[config.mk]
export PLATFORM = sky130hd
export DESIGN_NAME = serial_subtractor_flat
export DESIGN_NICKNAME = d
export VERILOG_FILES = /design/src/rtl/serial_subtractor_if.sv /design/src/rtl/serial_subtractor.sv /design/src/flat_wrapper.sv
export SDC_FILE = /design/constraint.sdc
export NUM_CORES = 1
export LEC_CHECK = 0
export ABC_AREA = 1
export BUFFER_PORTS_ARGS = -buffer_cell sky130_fd_sc_hd__buf_2
export CAP_MARGIN = 20
export CORE_ASPECT_RATIO = 0.6
export CORE_MARGIN = 3
export CORE_UTILIZATION = 40
export DETAILED_ROUTE_END_ITERATION = 12
export HOLD_SLACK_MARGIN = 0.15
export PLACE_DENSITY_LB_ADDON = 0.05
export SYNTH_ARGS = -nofsm -noshare
export SYNTH_HDL_FRONTEND = slang
export SYNTH_SLANG_ARGS = --single-unit
[constraint.sdc]
create_clock -name clk -period 3.3 [get_ports clk]
set_input_delay 0.165 -clock clk [delete_from_list [all_inputs] [get_ports clk]]
set_output_delay 0.165 -clock clk [all_outputs]
set_load 0.05 [all_outputs]
[src/rtl/serial_subtractor_if.sv]
// ---------------------------------------------------------------------------
// serial_subtractor_if
//   Operand/result handshake bundle for serial_subtractor.
//
//   Request side (master -> slave):
//     in_valid  operands a, b, bin are presented
//     a, b      minuend / subtrahend, unsigned, WIDTH bits
//     bin       borrow-in subtracted at the LSB
//     out_ready consumer accepts the current result
//   Response side (slave -> master):
//     in_ready  block accepts operands
//     out_valid result is available
//     diff      result, WIDTH bits
//     bout      borrow-out of the full-width subtraction
//     zero      diff equals 0
//
//   WIDTH must match the WIDTH of the serial_subtractor it is bound to.
// ---------------------------------------------------------------------------
interface serial_subtractor_if #(
    parameter int WIDTH = 8
);
    logic             in_valid;
    logic             in_ready;
    logic [WIDTH-1:0] a;
    logic [WIDTH-1:0] b;
    logic             bin;
    logic             out_valid;
    logic             out_ready;
    logic [WIDTH-1:0] diff;
    logic             bout;
    logic             zero;

    modport master (
        output in_valid, a, b, bin, out_ready,
        input  in_ready, out_valid, diff, bout, zero
    );

    modport slave (
        input  in_valid, a, b, bin, out_ready,
        output in_ready, out_valid, diff, bout, zero
    );
endinterface

[src/rtl/serial_subtractor.sv]
// ---------------------------------------------------------------------------
// serial_subtractor
//   Multi-cycle unsigned subtractor computing (a - b - bin) mod 2^WIDTH,
//   CHUNK bits per clock, LSB chunk first. A three-state FSM
//   (IDLE -> RUN -> DONE) sequences capture, NCHUNK computation cycles and
//   result hold until the consumer takes it.
//
//   Parameters:
//     WIDTH  operand/result width (multiple of CHUNK)
//     CHUNK  bits subtracted per RUN cycle (>= 1)
//   Ports:
//     clk    rising-edge clock
//     rst    synchronous active-high reset
//     bus    serial_subtractor_if.slave: in_valid/in_ready, a, b, bin,
//            out_valid/out_ready, diff, bout, zero
//
//   Build option:
//     SERIAL_SUB_SAT_EN  when defined, a final borrow forces diff to 0
//                        (unsigned saturation) with bout=1 and zero=1.
// ---------------------------------------------------------------------------
module serial_subtractor #(
    parameter int WIDTH = 8,
    parameter int CHUNK = 2
) (
    input logic               clk,
    input logic               rst,
    serial_subtractor_if.slave bus
);
    localparam int NCHUNK = WIDTH / CHUNK;
    localparam int CW     = (NCHUNK > 1) ? $clog2(NCHUNK) : 1;

    typedef enum logic [1:0] {
        IDLE = 2'd0,
        RUN  = 2'd1,
        DONE = 2'd2
    } state_t;

    state_t           state_q, state_d;
    logic [WIDTH-1:0] a_q, a_d;
    logic [WIDTH-1:0] b_q, b_d;
    logic [WIDTH-1:0] diff_q, diff_d;
    logic             borrow_q, borrow_d;
    logic             bout_q, bout_d;
    logic             zero_q, zero_d;
    logic [CW-1:0]    cnt_q, cnt_d;

    logic [CHUNK-1:0] a_chunk;
    logic [CHUNK-1:0] b_chunk;
    logic [CHUNK:0]   chunk_sub;
    logic             last_chunk;

    // One chunk of the subtraction. Computing in CHUNK+1 bits makes the
    // top bit the chunk borrow-out (the result is negative exactly when
    // a_chunk < b_chunk + borrow).
    always_comb begin
        a_chunk    = a_q[cnt_q*CHUNK +: CHUNK];
        b_chunk    = b_q[cnt_q*CHUNK +: CHUNK];
        chunk_sub  = {1'b0, a_chunk} - {1'b0, b_chunk} - {{CHUNK{1'b0}}, borrow_q};
        last_chunk = (cnt_q == CW'(NCHUNK - 1));
    end

    // NOTE: every _d gets its hold value first so no path through the case
    // leaves a variable unassigned, which would infer a latch.
    always_comb begin
        state_d  = state_q;
        a_d      = a_q;
        b_d      = b_q;
        diff_d   = diff_q;
        borrow_d = borrow_q;
        bout_d   = bout_q;
        zero_d   = zero_q;
        cnt_d    = cnt_q;

        case (state_q)
            IDLE: begin
                if (bus.in_valid) begin
                    a_d      = bus.a;
                    b_d      = bus.b;
                    borrow_d = bus.bin;
                    cnt_d    = '0;
                    state_d  = RUN;
                end
            end

            RUN: begin
                diff_d[cnt_q*CHUNK +: CHUNK] = chunk_sub[CHUNK-1:0];
                borrow_d                     = chunk_sub[CHUNK];
                if (last_chunk) begin
                    // Counter returns to 0 instead of running past the top chunk.
                    cnt_d   = '0;
                    state_d = DONE;
`ifdef SERIAL_SUB_SAT_EN
                    if (chunk_sub[CHUNK]) begin
                        diff_d = '0;
                        bout_d = 1'b1;
                        zero_d = 1'b1;
                    end else begin
                        bout_d = 1'b0;
                        zero_d = (diff_d == '0);
                    end
`else
                    bout_d = chunk_sub[CHUNK];
                    zero_d = (diff_d == '0);
`endif
                end else begin
                    cnt_d = cnt_q + 1'b1;
                end
            end

            DONE: begin
                // Result registers are untouched here, so they hold until
                // the consumer takes them. No operand capture this cycle.
                if (bus.out_ready) begin
                    state_d = IDLE;
                end
            end

            default: state_d = IDLE;
        endcase
    end

    // NOTE: sequential state uses non-blocking assignments so every flop
    // samples its _d value from before the edge, independent of block order.
    always_ff @(posedge clk) begin
        if (rst) begin
            state_q  <= IDLE;
            diff_q   <= '0;
            borrow_q <= 1'b0;
            bout_q   <= 1'b0;
            zero_q   <= 1'b0;
            cnt_q    <= '0;
        end else begin
            state_q  <= state_d;
            diff_q   <= diff_d;
            borrow_q <= borrow_d;
            bout_q   <= bout_d;
            zero_q   <= zero_d;
            cnt_q    <= cnt_d;
        end
    end

    // NOTE: operand registers carry no reset; they are always loaded on
    // acceptance before being read, so a reset would only cost routing.
    always_ff @(posedge clk) begin
        a_q <= a_d;
        b_q <= b_d;
    end

    assign bus.in_ready  = (state_q == IDLE);
    assign bus.out_valid = (state_q == DONE);
    assign bus.diff      = diff_q;
    assign bus.bout      = bout_q;
    assign bus.zero      = zero_q;

endmodule

[src/flat_wrapper.sv]
// flat-port wrapper written by rule: the top's interface ports become plain ports
module serial_subtractor_flat 
#(
    parameter int WIDTH = 8,
    parameter int CHUNK = 2
)
  (clk, rst, bus_in_valid, bus_a, bus_b, bus_bin, bus_out_ready, bus_in_ready, bus_out_valid, bus_diff, bus_bout, bus_zero);
  serial_subtractor_if #(.WIDTH(WIDTH)) bus_i ();
  input logic clk;
  input logic rst;
  input wire logic [$bits(bus_i.in_valid)-1:0] bus_in_valid;
  input wire logic [$bits(bus_i.a)-1:0] bus_a;
  input wire logic [$bits(bus_i.b)-1:0] bus_b;
  input wire logic [$bits(bus_i.bin)-1:0] bus_bin;
  input wire logic [$bits(bus_i.out_ready)-1:0] bus_out_ready;
  output wire logic [$bits(bus_i.in_ready)-1:0] bus_in_ready;
  output wire logic [$bits(bus_i.out_valid)-1:0] bus_out_valid;
  output wire logic [$bits(bus_i.diff)-1:0] bus_diff;
  output wire logic [$bits(bus_i.bout)-1:0] bus_bout;
  output wire logic [$bits(bus_i.zero)-1:0] bus_zero;
  assign bus_i.in_valid = bus_in_valid;
  assign bus_i.a = bus_a;
  assign bus_i.b = bus_b;
  assign bus_i.bin = bus_bin;
  assign bus_i.out_ready = bus_out_ready;
  assign bus_in_ready = bus_i.in_ready;
  assign bus_out_valid = bus_i.out_valid;
  assign bus_diff = bus_i.diff;
  assign bus_bout = bus_i.bout;
  assign bus_zero = bus_i.zero;
  serial_subtractor #(.WIDTH(WIDTH), .CHUNK(CHUNK)) u_core (.clk(clk), .rst(rst), .bus(bus_i));
endmodule
### Word-level counts from Yosys, hierarchy flattened

Cells that the tools add are included.

| word-level totals | value |
|---|---|
| register bits after elaboration | 31 |
| bits of input ports | 21 |
| output and inout bits | 12 |
| word-level logic and storage cells | 39 |

| cells by class | value |
|---|---|
| add/sub/neg operators | 4 |
| equality and inequality tests | 6 |
| shift-type cells | 4 |
| mux-type cells | 10 |
| reductions and logical operators | 7 |

Operators with widths:

| kind | number |
|---|---|
| $neg 3->34 | 1 |
| $shift 2x34->8 const A | 1 |
| $shiftx 2x34->8 | 1 |
| $shiftx 8x4->2 | 2 |
| $mux 2 | 5 |
| $bwmux 8 | 1 |
| $logic_not 8->1 | 1 |
| $pmux 2 s3 | 1 |
| $reduce_and 2->1 | 3 |
| $eq 2x2->1 const B | 2 |
| $ne 2x2->1 const B | 2 |
| $pmux 2 s2 | 1 |
| $reduce_and 3->1 | 1 |
| $sub 2x2->3 | 1 |
| $sub 3x1->3 | 1 |
| $add 2x1->2 const B | 1 |
| $eq 2x1->1 const B | 1 |
| $logic_not 2->1 | 1 |
| $ne 2x1->1 const B | 1 |
| $pmux 1 s2 | 1 |
| $reduce_bool 2->1 | 1 |
| $mux 1 | 1 |

### Logic depth before layout (Yosys ltp)

Gate-level depths: netlist (run 1).

| depth | value |
|---|---|
| depth in word-level cells | 6 |
| mapped depth | 15 |
| gate-level depth less buffers | 14 |

### Least setup slack after synthesis (run 1)

Ideal clock, no wire load.

| timing | value |
|---|---|
| kind | register -> register |
| start | reg u_core.cnt_q[0] |
| end | reg u_core.zero_q (netlist: u_core.bus.zero) |
| setup time | 0.117 ns |
| arrival | 2.325 ns |
| data required time | 3.183 ns |
| slack | 0.858 ns |
| stages on the path, launching flop included | 12 |
| buffers on the path | 1 |
| clock period less this slack | 2.442 ns |
| cell sequence | dfxtp_1 > buf_2 > nand2_1 > a32o_1 > fa_1 > inv_1 > fa_1 > nor2_1 > nand4_1 > and3_1 > nand3_1 > a21oi_1 |

| between the ends | value |
|---|---|
| word-level cells in the longest chain between the ends | 6 |
| elaborated cells between the ends (all ways) | 11 |
| those cells by class | add/sub (3); eq/ne (1); shift (4); mux (1); reduce/logical (2) |

RTL lines:

| element | line | RTL |
|---|---|---|
| start, declared | serial_subtractor.sv:45 | `logic [CW-1:0] cnt_q, cnt_d;` |
| start signal, assigned | serial_subtractor.sv:138 | `cnt_q <= cnt_d;` |
| $shiftx 8x4->2, on equally long branches | serial_subtractor.sv:56, serial_subtractor.sv:57 |  |
| $sub 2x2->3 | serial_subtractor.sv:58 | `chunk_sub = {1'b0, a_chunk} - {1'b0, b_chunk} - {{CHUNK{1'b0}}, borrow_q};` |
| $sub 3x1->3 | serial_subtractor.sv:58 |  |
| $shiftx 2x34->8 | serial_subtractor.sv:86 | `diff_d[cnt_q*CHUNK +: CHUNK] = chunk_sub[CHUNK-1:0];` |
| $bwmux 8 | serial_subtractor.sv:86 |  |
| $logic_not 8->1 | serial_subtractor.sv:103 | `zero_d = (diff_d == '0);` |
| end signal, assigned | serial_subtractor.sv:137 | `zero_q <= zero_d;` |
| end, declared | serial_subtractor.sv:44 | `logic zero_q, zero_d;` |

Several ways; a longest one is shown, not always the timed one.
A chain may end at the register's enable or synchronous reset.

### Final worst setup path (run 1)

Ends and elaborated chain as after synthesis.

==> metrics.csv, run 1 <==
stage;metric;value;unit
run_status;status;finished, final reports clean;
clocking;Worst-path clk slew;0.06;ns
grt;met3 GRT Util;0.0700;
drt;WL/cell;12.6;um
timing;Worst-Margin Slew;0.671;ns
grt;Overall Global Routing Usage;0.163;
run;Max-cap violations;0;
yosys;syn_nets;199;
grt;vias in the first global route;1148;
clocking;CTS Sinks;31;
grt;GR peak layer;met1;
clocking;Post-CTS Setup Bufs;0;
die;DIE WIDTH;84.7;um
grt;met2 Use GR;0.219;
layout;antenna cells;0;
placement;post-DP HPWL;2360;um
drt;1st-pass router iterations;4;
layout;synth-to-layout area growth;31.1;%
clocking;Clock Latency Late Sink;0.28;ns
drt;routed vias/inst;4.77;
min_path;worst min-delay path class;input port to flop;
drt;Starting DRT DRC Count;113;
yosys;Netlist Area Pre-Place;1490;um^2
timing;Min Hold Slack;0.152;ns
worst_setup_path;reg2reg setup slack;0.49;ns
clocking;H-tree Lvls;2;
layout;final instance area;1950;um^2
timing;Slew HR;0.552;
timing;Final min period;2.81;ns
layout;FF/Latch Area;781;um^2
worst_setup_path;worst-path maximum fanout;16;
worst_setup_path;critical path arrival;2.98;ns
pwr;VDD IR max;0.280;mV
timing;Final setup viols;0;
yosys;post-synthesis cell type count;23;
grt;GRT overflow;0;
yosys;synthesized flop and latch total;31;
pwr;Pwr Density;499;nW/um^2
placement;I/O Buffers;32;
worst_setup_path;worst r2r dst;u_core.bus.zero$_SDFFE_PP0P_;
grt;antenna violations before repair;0;
die;# rows;16;
layout;layout cells sized above 1;0.214;
grt;first-pass GRT wire length;5470;um
clocking;post-cts hold buffer count;17;
clocking;CTS buffer count;5;
clocking;CTS tree;done;
die;initial core utilization;0.437;
die;CORE AREA;3400;um^2
worst_setup_path;CP required;3.47;ns
placement;GPL Wtd Cong;0.834;
clocking;clk buf depth;2;
worst_setup_path;worst r2r src;u_core.cnt_q[0]$_SDFFE_PP0P_;
timing;Setup Skew;0.00635;ns
min_path;Hold Crit Depth;4;
die;chip height;53.2;um
timing;max frequency;0.356;GHz
pwr;P_leak;0.897;nW
timing;post-route clock period utilization;0.851;
layout;area of the multi-input gates;592;um^2
timing;Final Hold Fails;0;
grt;GR met1 Demand/Resource;0.233;
min_path;hold wc startpoint;bus_out_ready;
yosys;synthesized area per cell;8.75;um^2
worst_setup_path;CP Capture Type;flop;
worst_setup_path;Startpoint Class;flop;
placement;Cell Area, Placed;1690;um^2
drt;DRC violations left;0;
yosys;Ys Warns;0;
timing;TNS Setup;0;ns
die;die area;4510;um^2
drt;antenna violation net count after detailed routing;0;
timing;RSZ-0062 raised after global routing;no;
clocking;Post-CTS Resized;0;
grt;pin count of the biggest net entering global routing;19;
min_path;worst hold path endpoint;u_core.state_q[1]$_SDFFE_PP0P_;
layout;final net count;252;
layout;Util after Layout;0.573;
clocking;clock root buffer;clkbuf_8;
die;io pins;33;
layout;fillers;322;
drt;WL final;3380;um
drt;Via Count;1282;
yosys;post-synthesis sequential area ratio;0.525;
worst_setup_path;Crit Path Category;flop to flop;
pwr;total power;0.973;mW
yosys;Synth Instances;170;
timing;Final Max Tran Viols;0;
worst_setup_path;Reg2Reg Depth;11;
## cell families after synthesis
logic type | synth area share
AO/OA/AOI/OAI | 0.118
adder cells (fa/ha/maj) | 0.0774
flip-flops | 0.525
buffers and inverters | 0.0774
AND/OR/NAND/NOR | 0.203
## cell usage after synthesis
library cell	count	area [um^2]
o22ai_1	3	18.8
clkinv_1	1	3.75
inv_1	21	78.8
edfxtp_1	16	480
a21oi_1	8	40.0
nand4_1	1	6.26
o211ai_1	6	45.0
a221oi_1	1	8.76
inv_2	4	15.0
nand3_1	5	25.0
and3_1	1	6.26
nor2_2	4	25.0
o21ai_0	7	35.0
nand2_1	32	120
fa_1	2	40.0
dfxtp_1	15	300
a32o_1	2	20.0
nand2_2	1	6.26
ha_1	6	75.1
nor2_1	30	113
buf_2	2	10.0
buf_4	1	7.51
o21a_1	1	7.51
## worst max-delay path, stage by stage, from the launching register on
cell and delay, ns:
dfxtp_1 0.64, inv_2 0.23, o21ai_0 0.20, o22ai_1 0.10, fa_1 0.36, inv_1 0.08, fa_1 0.44, nor2_1 0.17
nand4_1 0.15, and3_1 0.20, nand3_1 0.08, a21oi_1 0.06
## placed cells by master (no fill, tap or decap)
cell           count
dfxtp_1           15
nand2_1           32
nor2_1            30
nand4_1            1
edfxtp_1          16
o21a_1             1
o22ai_1            3
clkbuf_8           6
and3_1             1
nand2_2            1
clkinvlp_4         1
nand3_1            5
o21ai_0            7
inv_1             21
clkinv_1           2
a32o_1             2
a21oi_1            8
buf_2             32
dlygate4sd3_1     17
fa_1               2
o211ai_1           6
inv_2              4
a221oi_1           1
nor2_2             4
ha_1               6
## routing by layer
metal  vias up  routed length (um)
met3         2                 237
li1        662                   -
met2        45                1380
met1       573                1760
met4         0                   7
met5         -                   0
## per-stage QoR
step | instances | setup WS [ns]
6_report | 269 | 0.493
5_1_grt | 269 | 0.253
4_1_cts | 269 | 0.525
3_5_place_dp | 244 | 0.535
3_3_place_gp | 244 | 0.605
2_1_floorplan | 170 | 0.858
## worst max path at each step
stage / start / end / cells after the start
2_1_floorplan: u_core.cnt_q[0]$_SDFFE_PP0P_ / u_core.bus.zero$_SDFFE_PP0P_ / 11
3_3_place_gp: u_core.cnt_q[0]$_SDFFE_PP0P_ / u_core.bus.zero$_SDFFE_PP0P_ / 11
3_5_place_dp: u_core.cnt_q[0]$_SDFFE_PP0P_ / u_core.bus.zero$_SDFFE_PP0P_ / 11
4_1_cts: u_core.cnt_q[0]$_SDFFE_PP0P_ / u_core.bus.zero$_SDFFE_PP0P_ / 11
5_1_grt: u_core.cnt_q[0]$_SDFFE_PP0P_ / u_core.bus.diff[7]$_SDFFE_PP0P_ / 9
6_report: u_core.cnt_q[0]$_SDFFE_PP0P_ / u_core.bus.zero$_SDFFE_PP0P_ / 11
## area by class of cell
type                            count  share of cell area
Tap cell                           45              0.0289
Clock inverter                      2             0.00577
Sequential cell                    31               0.400
Clock buffer                        6              0.0423
Timing Repair Buffer               49               0.169
Inverter                           26              0.0500
Multi-Input combinational cell    110               0.303
## where the power goes
group	switching [mW]	internal, mW	leakage [nW]
combinational	0.137	0.0785	0.575
sequential	0.0176	0.434	0.276
clock	0.140	0.166	0.0449
## registers in the layout (all words and copies together), names as in the netlist
register	flops
u_core.a_q	8
u_core.bus.bout	1
u_core.cnt_q	2
u_core.state_q	2
u_core.b_q	8
u_core.bus.diff	8
u_core.borrow_q	1
u_core.bus.zero	1
No activity file was read; power rests on OpenSTA's default activity.
==> inputs of run 2 (changes only) <==
- PLACE_DENSITY_LB_ADDON: 0.05 -> 0.25
==> run 2 against run 1 <==
Flip-flop and latch count is the same. Critical path depth unchanged. Highest routed layer unchanged. Count of clock-buffer cells in the layout fell by 1. Die area did not move. Combinational power hardly changed. Sequential share of layout area is 0.48 points lower. Final area up 1.2%. Final cell count increased by 0.37%. Largest cell class unchanged. Worst hold slack better by 0.12 ns. Wire length is 0.86% higher.
==> metrics.csv, run 2 (synthesis gave the netlist of run 1 again) <==
stage;metric;value;unit;change
layout;final net count;253;;+0.40%
grt;antenna violations before repair;0;;unchanged
worst_setup_path;Startpoint Class;flop;;
min_path;worst min-delay path class;input port to flop;;
worst_setup_path;worst-path maximum fanout;16;;unchanged
clocking;CTS buffer count;5;;unchanged
drt;antenna violation net count after detailed routing;0;;unchanged
timing;RSZ-0062 raised after global routing;no;;
timing;Setup Skew;0.00452;ns;-0.00183 ns
drt;WL final;3410;um;+0.86%
layout;synth-to-layout area growth;32.7;%;
pwr;P_leak;0.912;nW;+1.7%
worst_setup_path;critical path arrival;3.21;ns;+0.23 ns
placement;GPL Wtd Cong;0.834;;unchanged
clocking;clock root buffer;clkbuf_8;;
run_status;status;finished, final reports clean;;
die;# rows;16;;unchanged
worst_setup_path;Crit path top cell by count;fa_1;;
layout;Non-Filler Instances;270;;+0.37%
die;DIE WIDTH;84.7;um;unchanged
timing;Final Hold Fails;0;;unchanged
grt;pin count of the biggest net entering global routing;19;;unchanged
timing;Min Hold Slack;0.275;ns;+0.123 ns
clocking;CTS tree;done;;
placement;Placed Cells;244;;unchanged
clocking;post-cts hold buffer count;18;;+1
timing;max frequency;0.329;GHz;-7.6%
placement;post-DP HPWL;2530;um;+7.0%
timing;Slew HR;0.533;;-0.0194
die;initial core utilization;0.437;;unchanged
grt;Overall Global Routing Usage;0.168;;+0.00457
worst_setup_path;Reg2Reg Depth;11;;unchanged
run;Max-cap violations;0;;unchanged
worst_setup_path;CP peak stage delay;0.66;ns;+0.02 ns
worst_setup_path;CP Cell Sequence;inv_2 > o21ai_0 > o22ai_1 > fa_1 > inv_1 > fa_1 > nor2_1 > nand4_1 > and3_1 > nand3_1 > a21oi_1;;
worst_setup_path;Critical Path Start;u_core.cnt_q[0]$_SDFFE_PP0P_;;
die;die area;4510;um^2;unchanged
placement;Cell Area, Placed;1690;um^2;unchanged
placement;I/O Buffers;32;;unchanged
clocking;Post-CTS Resized;0;;unchanged
drt;WL/cell;12.6;um;+0.48%
grt;vias in the first global route;1217;;+6.0%
drt;Starting DRT DRC Count;92;;-19%
worst_setup_path;reg2reg setup slack;0.26;ns;-0.23 ns
drt;DRC violations left;0;;unchanged
drt;1st-pass router iterations;4;;unchanged
worst_setup_path;Crit Path Category;flop to flop;;
grt;GRT overflow;0;;unchanged
worst_setup_path;worst r2r dst;u_core.bus.zero$_SDFFE_PP0P_;;
worst_setup_path;CP required;3.47;ns;about the same
timing;Final min period;3.04;ns;+0.231 ns
worst_setup_path;CP Capture Type;flop;;
layout;most frequent cells in the layout;nand2_1 (32), buf_2 (32), nor2_1 (30), inv_1 (21), dlygate4sd3_1 (18);;
worst_setup_path;Setup crit end;u_core.bus.zero$_SDFFE_PP0P_;;
timing;Final setup viols;0;;unchanged
worst_setup_path;Crit-path slowest cell;dfxtp_1;;
pwr;VDD IR max;0.293;mV;+4.8%
grt;first-pass GRT wire length;5660;um;+3.4%
worst_setup_path;worst r2r src;u_core.cnt_q[0]$_SDFFE_PP0P_;;
worst_setup_path;family with the most delay on the worst path;adder cells;;
die;io pins;33;;unchanged
drt;routed vias/inst;4.82;;+1.1%
drt;Via Count;1301;;+1.5%
clocking;Post-CTS Setup Bufs;0;;unchanged
layout;layout cells sized above 1;0.213;;-0.000952
min_path;hold wc startpoint;bus_bin;;
timing;Worst-Margin Slew;0.700;ns;+0.0291 ns
layout;antenna cells;0;;unchanged
worst_setup_path;Buf/Inv on CP;2;;unchanged
layout;final instance area;1970;um^2;+1.2%
clocking;Clock Latency Late Sink;0.28;ns;about the same
timing;post-route clock period utilization;0.921;;+0.0701
clocking;CTS Sinks;31;;unchanged
clocking;H-tree Lvls;2;;unchanged
die;chip height;53.2;um;unchanged
timing;Final Max Tran Viols;0;;unchanged
clocking;clk buf depth;2;;unchanged
timing;TNS Setup;0;ns;unchanged
die;CORE AREA;3400;um^2;unchanged
clocking;Worst-path clk slew;0.07;ns;about the same
worst_setup_path;Worst path depth;11;;unchanged
pwr;Pwr Density;520;nW/um^2;+4.3%
==> run 2: cell count changes in the layout (fill, tap and decap cells not counted), sizes merged <==
cell	previous run	this run
clkinvlp	1	0
clkinv	2	3
dlygate4sd3	17	18
clkbuf	6	5
bufinv	0	1
==> run 2: worst min-delay path by stage <==
stage,end,depth (start not counted)
6_report,u_core.borrow_q$_SDFFE_PP0P_,5
5_1_grt,u_core.borrow_q$_SDFFE_PP0P_,5
4_1_cts,u_core.borrow_q$_SDFFE_PP0P_,5
3_5_place_dp,u_core.b_q[5]$_DFFE_PP_,1
3_3_place_gp,u_core.b_q[5]$_DFFE_PP_,1
2_1_floorplan,u_core.bus.bout$_SDFFE_PP0P_,1
==> run 2: per-stage QoR <==
step / power, mW / setup WS [ns] / utilization
6_report: 1.03 / 0.262 / 0.580
5_1_grt: 1.08 / 0.0533 / 0.580
4_1_cts: 1.04 / 0.317 / 0.580
3_5_place_dp: 0.661 / 0.325 / 0.496
3_3_place_gp: 0.652 / 0.629 / 0.496
2_1_floorplan: 0.606 / 0.858 / -
==> run 2: metal layers <==
metal,share of wire,global-route usage,up-vias
met1,0.48,0.213,599
met4,0.014,0.0632,0
met5,0,0,-
li1,-,-,659
met2,0.44,0.271,36
met3,0.062,0.0529,7
==> run 2: worst reg2reg max path, delay by kind of cell (launching register included) <==
| family | cells | cell delay, ns |
|---|---|---|
| AOI/OAI and AO/OA | 3 | 0.42 |
| adders and majority gates | 2 | 0.84 |
| buffers and inverters | 2 | 0.34 |
| DFF | 1 | 0.66 |
| and+or+nand+nor | 4 | 0.67 |
==> run 2: area by class of cell <==
type | count | area (um^2)
clock buffer | 5 | 68.8
clock inverter | 3 | 38.8
fill | 326 | 1430
inverter | 26 | 97.6
multi-input combinational | 110 | 592
sequential | 31 | 781
tap | 45 | 56.3
timing repair buffer | 50 | 340
==> run 2: report_power, final <==
| part | leakage (nW) | switching (mW) | internal [mW] |
|---|---|---|---|
| Sequential | 0.276 | 0.0175 | 0.434 |
| Clock | 0.0556 | 0.137 | 0.221 |
| Combinational | 0.580 | 0.139 | 0.0795 |
| Total | 0.912 | 0.293 | 0.734 |
==> inputs of run 3 (changes only) <==
- REMOVE_ABC_BUFFERS: unset -> 1
==> run 3 against run 2 <==
Maximum frequency increased by 5.8%. Register-to-register slack improved by 0.17 ns. Count of clock-buffer cells in the layout increased by 1. Highest routed layer unchanged.
==> metrics.csv, run 3 (synthesis gave the netlist of run 1 again) <==
stage;metric;value;unit;change
run_status;status;finished, final reports clean;;
layout;final net count;252;;-0.40%
clocking;clk buf depth;2;;unchanged
die;# rows;16;;unchanged
run;Max-cap violations;0;;unchanged
timing;Slew HR;0.546;;+0.0137
timing;post-route clock period utilization;0.870;;-0.0503
timing;Final min period;2.87;ns;-0.166 ns
grt;vias in the first global route;1179;;-3.1%
pwr;VDD IR max;0.256;mV;-13%
grt;GRT overflow;0;;unchanged
layout;most frequent cells in the layout;nand2_1 (32), buf_2 (32), nor2_1 (30), inv_1 (21), dlygate4sd3_1 (17);;
placement;Cell Area, Placed;1690;um^2;unchanged
worst_setup_path;worst-path maximum fanout;16;;unchanged
timing;max frequency;0.348;GHz;+5.8%
worst_setup_path;Reg2Reg Depth;11;;unchanged
layout;layout cells sized above 1;0.214;;+0.000952
clocking;clock root buffer;clkbuf_8;;
drt;1st-pass router iterations;4;;unchanged
die;io pins;33;;unchanged
placement;GPL Wtd Cong;0.823;;-1.3%
worst_setup_path;Crit Path Category;flop to flop;;
pwr;Pwr Density;553;nW/um^2;+6.3%
drt;DRC violations left;0;;unchanged
timing;Setup Skew;0.00485;ns;+0.000333 ns
drt;WL/cell;12.0;um;-5.2%
timing;Final setup viols;0;;unchanged
pwr;total power;1.10;mW;+7.3%
die;DIE WIDTH;84.7;um;unchanged
die;chip height;53.2;um;unchanged
worst_setup_path;reg2reg setup slack;0.43;ns;+0.17 ns
layout;fillers;298;;-8.6%
worst_setup_path;CP required;3.47;ns;about the same
worst_setup_path;critical path arrival;3.04;ns;-0.17 ns
timing;TNS Setup;0;ns;unchanged
clocking;CTS Sinks;31;;unchanged
timing;Final Hold Fails;0;;unchanged
die;initial core utilization;0.437;;unchanged
layout;final instance area;1990;um^2;+0.89%
placement;Placed Cells;244;;unchanged
grt;Overall Global Routing Usage;0.162;;-0.00550
clocking;CTS buffer count;5;;unchanged
layout;Non-Filler Instances;270;;unchanged
worst_setup_path;CP Capture Type;flop;;
clocking;Clock Latency Late Sink;0.28;ns;about the same
placement;post-DP HPWL;2260;um;-11%
timing;RSZ-0062 raised after global routing;no;;
clocking;CTS tree;done;;
drt;routed vias/inst;4.86;;+0.85%
clocking;Post-CTS Resized;0;;unchanged
min_path;worst min-delay path class;input port to flop;;
clocking;H-tree Lvls;2;;unchanged
drt;WL final;3240;um;-5.2%
grt;pin count of the biggest net entering global routing;19;;unchanged
grt;first-pass GRT wire length;5480;um;-3.2%
placement;I/O Buffers;32;;unchanged
timing;Final Max Tran Viols;0;;unchanged
worst_setup_path;Startpoint Class;flop;;
min_path;Hold Crit Depth;4;;-1
die;CORE AREA;3400;um^2;unchanged
timing;Worst-Margin Slew;0.680;ns;-0.0205 ns
grt;antenna violations before repair;0;;unchanged
drt;Starting DRT DRC Count;93;;+1.1%
clocking;Worst-path clk slew;0.07;ns;about the same
layout;synth-to-layout area growth;33.9;%;
pwr;P_leak;0.917;nW;+0.62%
drt;antenna violation net count after detailed routing;0;;unchanged
drt;Via Count;1312;;+0.85%
die;die area;4510;um^2;unchanged
-- run 3: final timing paths --
kind / from / endpoint
hold / removal: bus_out_ready / u_core.state_q[1]$_SDFFE_PP0P_
setup reg to reg: u_core.cnt_q[0]$_SDFFE_PP0P_ / u_core.bus.zero$_SDFFE_PP0P_
setup / recovery: u_core.cnt_q[0]$_SDFFE_PP0P_ / u_core.bus.zero$_SDFFE_PP0P_
hold reg to reg: u_core.bus.bout$_SDFFE_PP0P_ / u_core.bus.bout$_SDFFE_PP0P_
-- run 3: area by class of cell --
cell class                 instances  area, um^2  area share
antenna                            1        2.50     0.00126
clock buffer                       6        72.6      0.0364
clock inverter                     2        60.1      0.0302
inverter                          26        97.6      0.0490
multi-input combinational        110         592       0.297
sequential                        31         781       0.392
tap                               45        56.3      0.0283
timing repair buffer              49         330       0.166
-- run 3: layer usage --
layer	up-vias	track usage	part of all wire
met4	0	0.0737	0.0093
met1	611	0.215	0.49
met3	6	0.0467	0.046
met2	33	0.247	0.45
li1	662	-	-
met5	-	0	0
-- run 3: what timing repair did --
item / in CTS / in global routing
setup endpoints to repair: 0 / 0
hold endpoints to repair: 19 / 0
hold buffers: 17 / 0
setup buffers: 0 / 0
-- run 3: worst max-delay path, cell delays in order, from the launching register on --
cell,delay (ns)
dfxtp_1,0.66
inv_2,0.23
o21ai_0,0.24
o22ai_1,0.12
fa_1,0.37
inv_1,0.08
fa_1,0.44
nor2_1,0.18
nand4_1,0.12
and3_1,0.18
nand3_1,0.08
a21oi_1,0.06
-- run 3: power breakdown --
group          leakage (nW)  internal, mW  switching [mW]
registers             0.276         0.434          0.0171
clock network        0.0654         0.302           0.136
logic                 0.575        0.0782           0.135
-- run 3: metrics by stage --
stage | setup slack [ns] | utilization | hold slack (ns)
4_1_cts | 0.457 | 0.585 | 0.166
2_1_floorplan | 0.830 | - | 0.234
3_5_place_dp | 0.475 | 0.496 | 0.343
3_3_place_gp | 0.624 | 0.496 | 0.341
5_1_grt | 0.181 | 0.585 | 0.170
6_report | 0.428 | 0.585 | 0.166
